### config.mk
export PLATFORM = sky130hd
export DESIGN_NAME = serial_exec_unit
export DESIGN_NICKNAME = d
export VERILOG_FILES = /design/src/rtl/cpu_pkg.sv /design/src/rtl/serial_alu_bit.sv /design/src/rtl/serial_exec_unit.sv
export SDC_FILE = /design/constraint.sdc
export NUM_CORES = 1
export LEC_CHECK = 0
export CORE_MARGIN = 4
export CORE_UTILIZATION = 25
export CTS_CLUSTER_SIZE = 10
export DETAILED_ROUTE_END_ITERATION = 8
export GPL_TIMING_DRIVEN = 0
export PLACE_DENSITY = 0.51
export SLEW_MARGIN = 20
export SYNTH_ARGS = -nofsm -noshare
export SYNTH_HDL_FRONTEND = slang
export SYNTH_SLANG_ARGS = --single-unit
### constraint.sdc
create_clock -name clk -period 5.3 [get_ports clk]
set_clock_uncertainty 0.2 [all_clocks]
set_input_delay 1.06 -clock clk [delete_from_list [all_inputs] [get_ports clk]]
set_output_delay 1.06 -clock clk [all_outputs]
set_load 0.005 [all_outputs]
### src/rtl/cpu_pkg.sv
// Shared CPU-core definitions: opcode encodings, execution-stage state encoding
// and small opcode-class helpers used by the serial execution datapath.
package cpu_pkg;

   localparam int WIDTH_DEF = 8;

   localparam logic [3:0] OP_NOP = 4'd0;
   localparam logic [3:0] OP_LDI = 4'd1;
   localparam logic [3:0] OP_ADD = 4'd2;
   localparam logic [3:0] OP_SUB = 4'd3;
   localparam logic [3:0] OP_AND = 4'd4;
   localparam logic [3:0] OP_OR  = 4'd5;
   localparam logic [3:0] OP_XOR = 4'd6;
   localparam logic [3:0] OP_CMP = 4'd7;

   typedef enum logic [1:0] {
      ST_IDLE = 2'd0,
      ST_LOAD = 2'd1,
      ST_EXEC = 2'd2,
      ST_DONE = 2'd3
   } state_t;

   // Subtract-style ops: B inverted and carry preset to 1 (carry = no borrow).
   function automatic logic op_is_sub(input logic [3:0] op);
      return (op == OP_SUB) || (op == OP_CMP);
   endfunction

   function automatic logic op_writes_c(input logic [3:0] op);
      return (op == OP_ADD) || (op == OP_SUB) || (op == OP_CMP);
   endfunction

   function automatic logic op_writes_z(input logic [3:0] op);
      return (op >= OP_LDI) && (op <= OP_CMP);
   endfunction

   // Ops that leave the accumulator untouched: A is rotated through a full turn.
   function automatic logic op_keeps_acc(input logic [3:0] op);
      return (op == OP_CMP) || !op_writes_z(op);
   endfunction

endpackage

### src/rtl/serial_alu_bit.sv
// Combinational 1-bit ALU slice. Arithmetic ops ripple carry through cin/cout;
// all other ops pass the carry through unchanged.
module serial_alu_bit
   import cpu_pkg::*;
(
   input  logic       a,
   input  logic       b,
   input  logic       cin,
   input  logic [3:0] op,
   output logic       r,
   output logic       cout
);

   logic b_eff;

   always_comb begin
      b_eff = op_is_sub(op) ? ~b : b;
      r     = a;
      cout  = cin;
      case (op)
         OP_LDI: r = b;
         OP_ADD, OP_SUB, OP_CMP: begin
            r    = a ^ b_eff ^ cin;
            cout = (a & b_eff) | (a & cin) | (b_eff & cin);
         end
         OP_AND: r = a & b;
         OP_OR:  r = a | b;
         OP_XOR: r = a ^ b;
         default: r = a;
      endcase
   end

endmodule

### src/rtl/serial_exec_unit.sv
// Bit-serial execution stage: latches opcode/imm8 on start, streams A and B
// LSB-first through a 1-bit ALU slice, then publishes the result and C/Z flags.
module serial_exec_unit
   import cpu_pkg::*;
#(
   parameter int WIDTH = WIDTH_DEF
)
(
   input  logic             clk,
   input  logic             rst,
   input  logic             start,
   input  logic [3:0]       opcode,
   input  logic [WIDTH+3:0] instr,
   output logic             busy,
   output logic             done,
   output logic [WIDTH-1:0] acc_out,
   output logic             flag_c,
   output logic             flag_z
);

   localparam int CW = $clog2(WIDTH);

   if (WIDTH != 8) begin : g_width_check
      $error("serial_exec_unit: only WIDTH=8 is supported");
   end

   // Handshake: start is accepted only while busy is low (IDLE); a start seen
   // while busy is dropped, not queued. Each accepted start yields exactly one
   // done pulse ten cycles later, with acc_out/flags already valid in that cycle.

   state_t           state, state_nxt;
   logic [3:0]       op_q;
   logic [WIDTH-1:0] a_q, b_q, a_nxt;
   logic [CW-1:0]    bitcnt;
   logic             carry_q, z_run_q;
   logic             alu_r, alu_cout, wbit, z_nxt;
   logic             accept, load_en, exec_en, last_bit;
   logic             unused_instr;

   assign unused_instr = ^instr[3:0];

   serial_alu_bit u_alu (
      .a    (a_q[0]),
      .b    (b_q[0]),
      .cin  (carry_q),
      .op   (op_q),
      .r    (alu_r),
      .cout (alu_cout)
   );

   assign last_bit = (bitcnt == CW'(WIDTH - 1));
   assign wbit     = op_keeps_acc(op_q) ? a_q[0] : alu_r;
   assign a_nxt    = {wbit, a_q[WIDTH-1:1]};
   assign z_nxt    = z_run_q & ~alu_r;

   // State register
   always_ff @(posedge clk or posedge rst) begin
      if (rst) state <= ST_IDLE;
      else     state <= state_nxt;
   end

   // Next-state logic
   always_comb begin
      state_nxt = state;
      case (state)
         ST_IDLE: if (start)    state_nxt = ST_LOAD;
         ST_LOAD:               state_nxt = ST_EXEC;
         ST_EXEC: if (last_bit) state_nxt = ST_DONE;
         ST_DONE:               state_nxt = ST_IDLE;
         default:               state_nxt = ST_IDLE;
      endcase
   end

   // State-decoded outputs and datapath enables
   always_comb begin
      busy    = (state != ST_IDLE);
      done    = (state == ST_DONE);
      accept  = (state == ST_IDLE) && start;
      load_en = (state == ST_LOAD);
      exec_en = (state == ST_EXEC);
   end

   // Datapath. Result and flags are captured from the final shift so they are
   // already stable during the DONE cycle; A keeps shifting without touching acc_out.
   always_ff @(posedge clk or posedge rst) begin
      if (rst) begin
         op_q    <= OP_NOP;
         a_q     <= '0;
         b_q     <= '0;
         bitcnt  <= '0;
         carry_q <= 1'b0;
         z_run_q <= 1'b0;
         acc_out <= '0;
         flag_c  <= 1'b0;
         flag_z  <= 1'b0;
      end else begin
         if (accept) begin
            op_q <= opcode;
            b_q  <= instr[WIDTH+3:4];
         end
         if (load_en) begin
            bitcnt  <= '0;
            carry_q <= op_is_sub(op_q);
            z_run_q <= 1'b1;
         end
         if (exec_en) begin
            a_q     <= a_nxt;
            b_q     <= b_q >> 1;
            carry_q <= alu_cout;
            z_run_q <= z_nxt;
            bitcnt  <= bitcnt + 1'b1;
            if (last_bit) begin
               acc_out <= a_nxt;
               if (op_writes_z(op_q)) flag_z <= z_nxt;
               if (op_writes_c(op_q)) flag_c <= alu_cout;
            end
         end
      end
   end

endmodule

==> run_results.csv <==
group,metric,value,unit
timing,finalHoldViolCount,0,
detailed_routing,dr.pass1.iters,4,
setup_path,end_kind,"output pin",
pwr,vdd_ir_drop_max,0.000170,V
setup_path,path_cells,"inv_1 -> ha_1 -> inv_1 -> clkdlybuf4s50_1",
synthesis,synth_fa_ha_area_share,6.79,%
setup_path,critPathKind,"flip-flop to output pin",
floorplanning,floorplan.initialDensity,25.9,%
synthesis,synth_area_leaders,"dfrtp_1 52%, mux2_2 11%, ha_1 5.7%",
global_routing,grt_max_degree,26,
synthesis,synth_top_family_by_area,"multiplexers",
global_routing,antenna_found_initial,0,
timing,slew_viol_final,0,
synthesis,synth_area,1770,sq um
synthesis,synth_top_cell_area_share,52.3,%
pwr,power.switching,0.000413,W
clock_tree,post_cts_buffers,0,
detailed_routing,drc_errors,0,
detailed_routing,drt-vias-per-instance,4.25,
run_status,status,"finished, final reports clean",
timing,period_share,53.4,%
worst_hold_path,min_path_type,"flip-flop to flip-flop",
global_routing,use_met1,10.9,%
synthesis,synthTopCellsByCount,"37 x dfrtp_1, 20 x nand2_1, 17 x mux2_2",
clock_tree,ctsResizeCount,0,
clock_tree,clock_sinks,37,
clock_tree,hold_buffers,0,
timing,slew_headroom,68.6,%
pwr,p_int,0.000777,W
setup_path,r2r_slack,2.95,ns
synthesis,ys_async_sr_fraction,100,%
setup_path,crit_top_cell,"inv_1",
setup_path,crit_path_max_incr_delay,0.50,ns
cells_and_area,layout-drive-gt1-share,18.3,%
setup_path,worstPathRequired,4.04,ns
detailed_routing,routed_wl,3.43,mm
synthesis,synth-edff-count,0,
global_routing,grt_pass1_vias,1254,
pwr,seqPwrFrac,38.0,%
pwr,pwr-share-comb,37.6,%
pwr,p_leak,1.05,nW
cells_and_area,final-seq-area,926,sq um
timing,fin_crit,2.83,ns
timing,fmax,0.353,GHz
synthesis,synth.most_common_cell,"dfrtp_1",
pwr,switching_share,34.7,%
timing,rsz0062_at_grt,"false",
global_routing,track_usage,9.02,%
run,cap_violations,0,
cells_and_area,syn2layout_area_growth,30.2,%
timing,setup_viol,0,
setup_path,cpMaxStageDelayCell,"clkdlybuf4s50_1",
cells_and_area,diodes,0,
global_routing,busiest_layer,"met2",
pwr,total_power,0.00119,W
detailed_routing,wl_per_cell,11.9,um
synthesis,synth_nets,184,
clock_tree,cts-root-buf,"clkbuf_8",
placement,gp_congestion,0.690,
detailed_routing,drt_iter0_drc,62,
floorplanning,dieHeight,92.1,um
synthesis,synth.yosys.seq_area_share,52.3,%
timing,tns,0,ns
global_routing,grt_util_met2,14.0,%
global_routing,grt_remaining_overflow,0,
synthesis,synthFlopType,"dfrtp_1",
synthesis,ys_seq_elements,37,
pwr,pwr-share-clk,24.4,%
synthesis,synth.distinct_cells,27,
detailed_routing,detail-route-antenna-nets,0,
synthesis,yosys_warnings,0,
synthesis,synth-simple-area-share,8.77,%
timing,worstMarginPinSlew,0.471,ns
cells_and_area,nNetsFinal,218,
floorplanning,rows,30,
floorplanning,dieArea,8490,sq um
cells_and_area,multiInputGateArea,752,sq um
synthesis,synth-xor-area-share,0.495,%
detailed_routing,vias,1221,
global_routing,grt_first_pass_wirelength,5.98,mm
setup_path,cp.arrival,1.57,ns
synthesis,synth_compound_area_share,9.90,%
pwr,power_density,517,nW/um^2
setup_path,setup.worst_path.start_class,"flip-flop",
floorplanning,io-pin-count,31,
clock_tree,worstSkewPairLatency,0.29,ns
placement,portBuffers,26,
global_routing,grtUsageMet3,3.36,%
floorplanning,core,6830,sq um
synthesis,synth_mux_area_share,16.5,%
clock_tree,path_clk_slew,0.07,ns
placement,dpl.hpwl,2.56,mm
cells_and_area,fillers,731,
synthesis,yosysTopAreaCell,"dfrtp_1",
synthesis,synthCells,156,
clock_tree,htree_levels,2,
clock_tree,cts_tree,"yes",
clock_tree,numCtsBuffers,5,
setup_path,critical_path.max_fanout,3,
floorplanning,die_w,92.1,um
clock_tree,cts_buffer_depth,2,
synthesis,syn_area_per_cell,11.3,sq um
## cell usage in the layout (no fill, tap or decap), types with 2 or more instances in the layout
master	count
dfrtp_1	37
clkdlybuf4s50_1	26
nand2_1	20
mux2_2	17
o21ai_0	13
inv_1	12
mux2i_1	9
ha_1	8
nor2_1	5
clkbuf_8	5
buf_2	4
nand3_1	4
a21oi_1	3
clkbuf_1	3
nor3_1	3
a22o_1	3
o22ai_1	2
bufinv_16	2
## per-stage QoR
stage	worst slack (ns)	utilization (%)	instance area, sq um	hold WS (ns)	cells
floorplan	3.15	-	1770	0.250	156
global placement	2.26	31.5	2150	0.264	278
detailed placement	2.62	31.8	2170	0.267	279
CTS	2.45	33.7	2300	0.286	287
global route	2.38	33.7	2300	0.303	287
finish	2.47	33.7	2300	0.285	287
## sequential cells by signal, summed over array words and instances, names as in the netlist
name and flops:
a_q 8, acc_out 8, b_q 8, bitcnt 3, carry_q 1, flag_c 1
flag_z 1, op_q 4, state 2, z_run_q 1
## cell families after synthesis
kind of cell | count (synthesis)
buf+inv | 21
compound gates | 26
flops | 37
simple gates | 35
mux | 27
xor+xnor | 1
fa+ha+maj | 9
## metal layers
metal / routed length (um) / vias to the layer above / share of wire (%)
li1: - / 597 / -
met1: 1530 / 594 / 45
met2: 1660 / 21 / 49
met3: 156 / 9 / 4.6
met4: 77 / 0 / 2.2
met5: 0 / - / 0
## critical path, delay by kind of cell, from the launching register on
kind	cells	cell delay [ns]
fa+ha+maj	1	0.23
buf+inv	3	0.68
flops	1	0.38
## power by group through the flow
stage	sequential, W	clock, W	combinational [W]
after floorplan	0.000437	0	0.000352
after global placement	0.000460	0	0.000444
after detailed placement	0.000460	0	0.000455
after CTS	0.000455	0.000298	0.000458
after global routing	0.000468	0.000313	0.000519
final	0.000453	0.000290	0.000448
## area by class of cell
type / count / share of cell area [%]
clock buffer: 5 / 2.99
timing repair buffer: 27 / 12.2
sequential: 37 / 40.2
buffer: 8 / 1.85
inverter: 13 / 2.12
multi-input combinational: 98 / 32.6
clock inverter: 3 / 2.82
tap: 96 / 5.21
## path summary, 6_finish.rpt
| kind | start | depth (start not counted) | to |
|---|---|---|---|
| max reg2reg | op_q[1] | 7 | a_q[7] |
| max | state[0] | 4 | busy |
| min in group asynchronous | rst | 2 | acc_out[7] |
| min | bitcnt[0] | 1 | bitcnt[0] |
| max in group asynchronous | rst | 3 | b_q[7] |
| min reg2reg | bitcnt[0] | 1 | bitcnt[0] |
(Power assumes the default switching activity.)
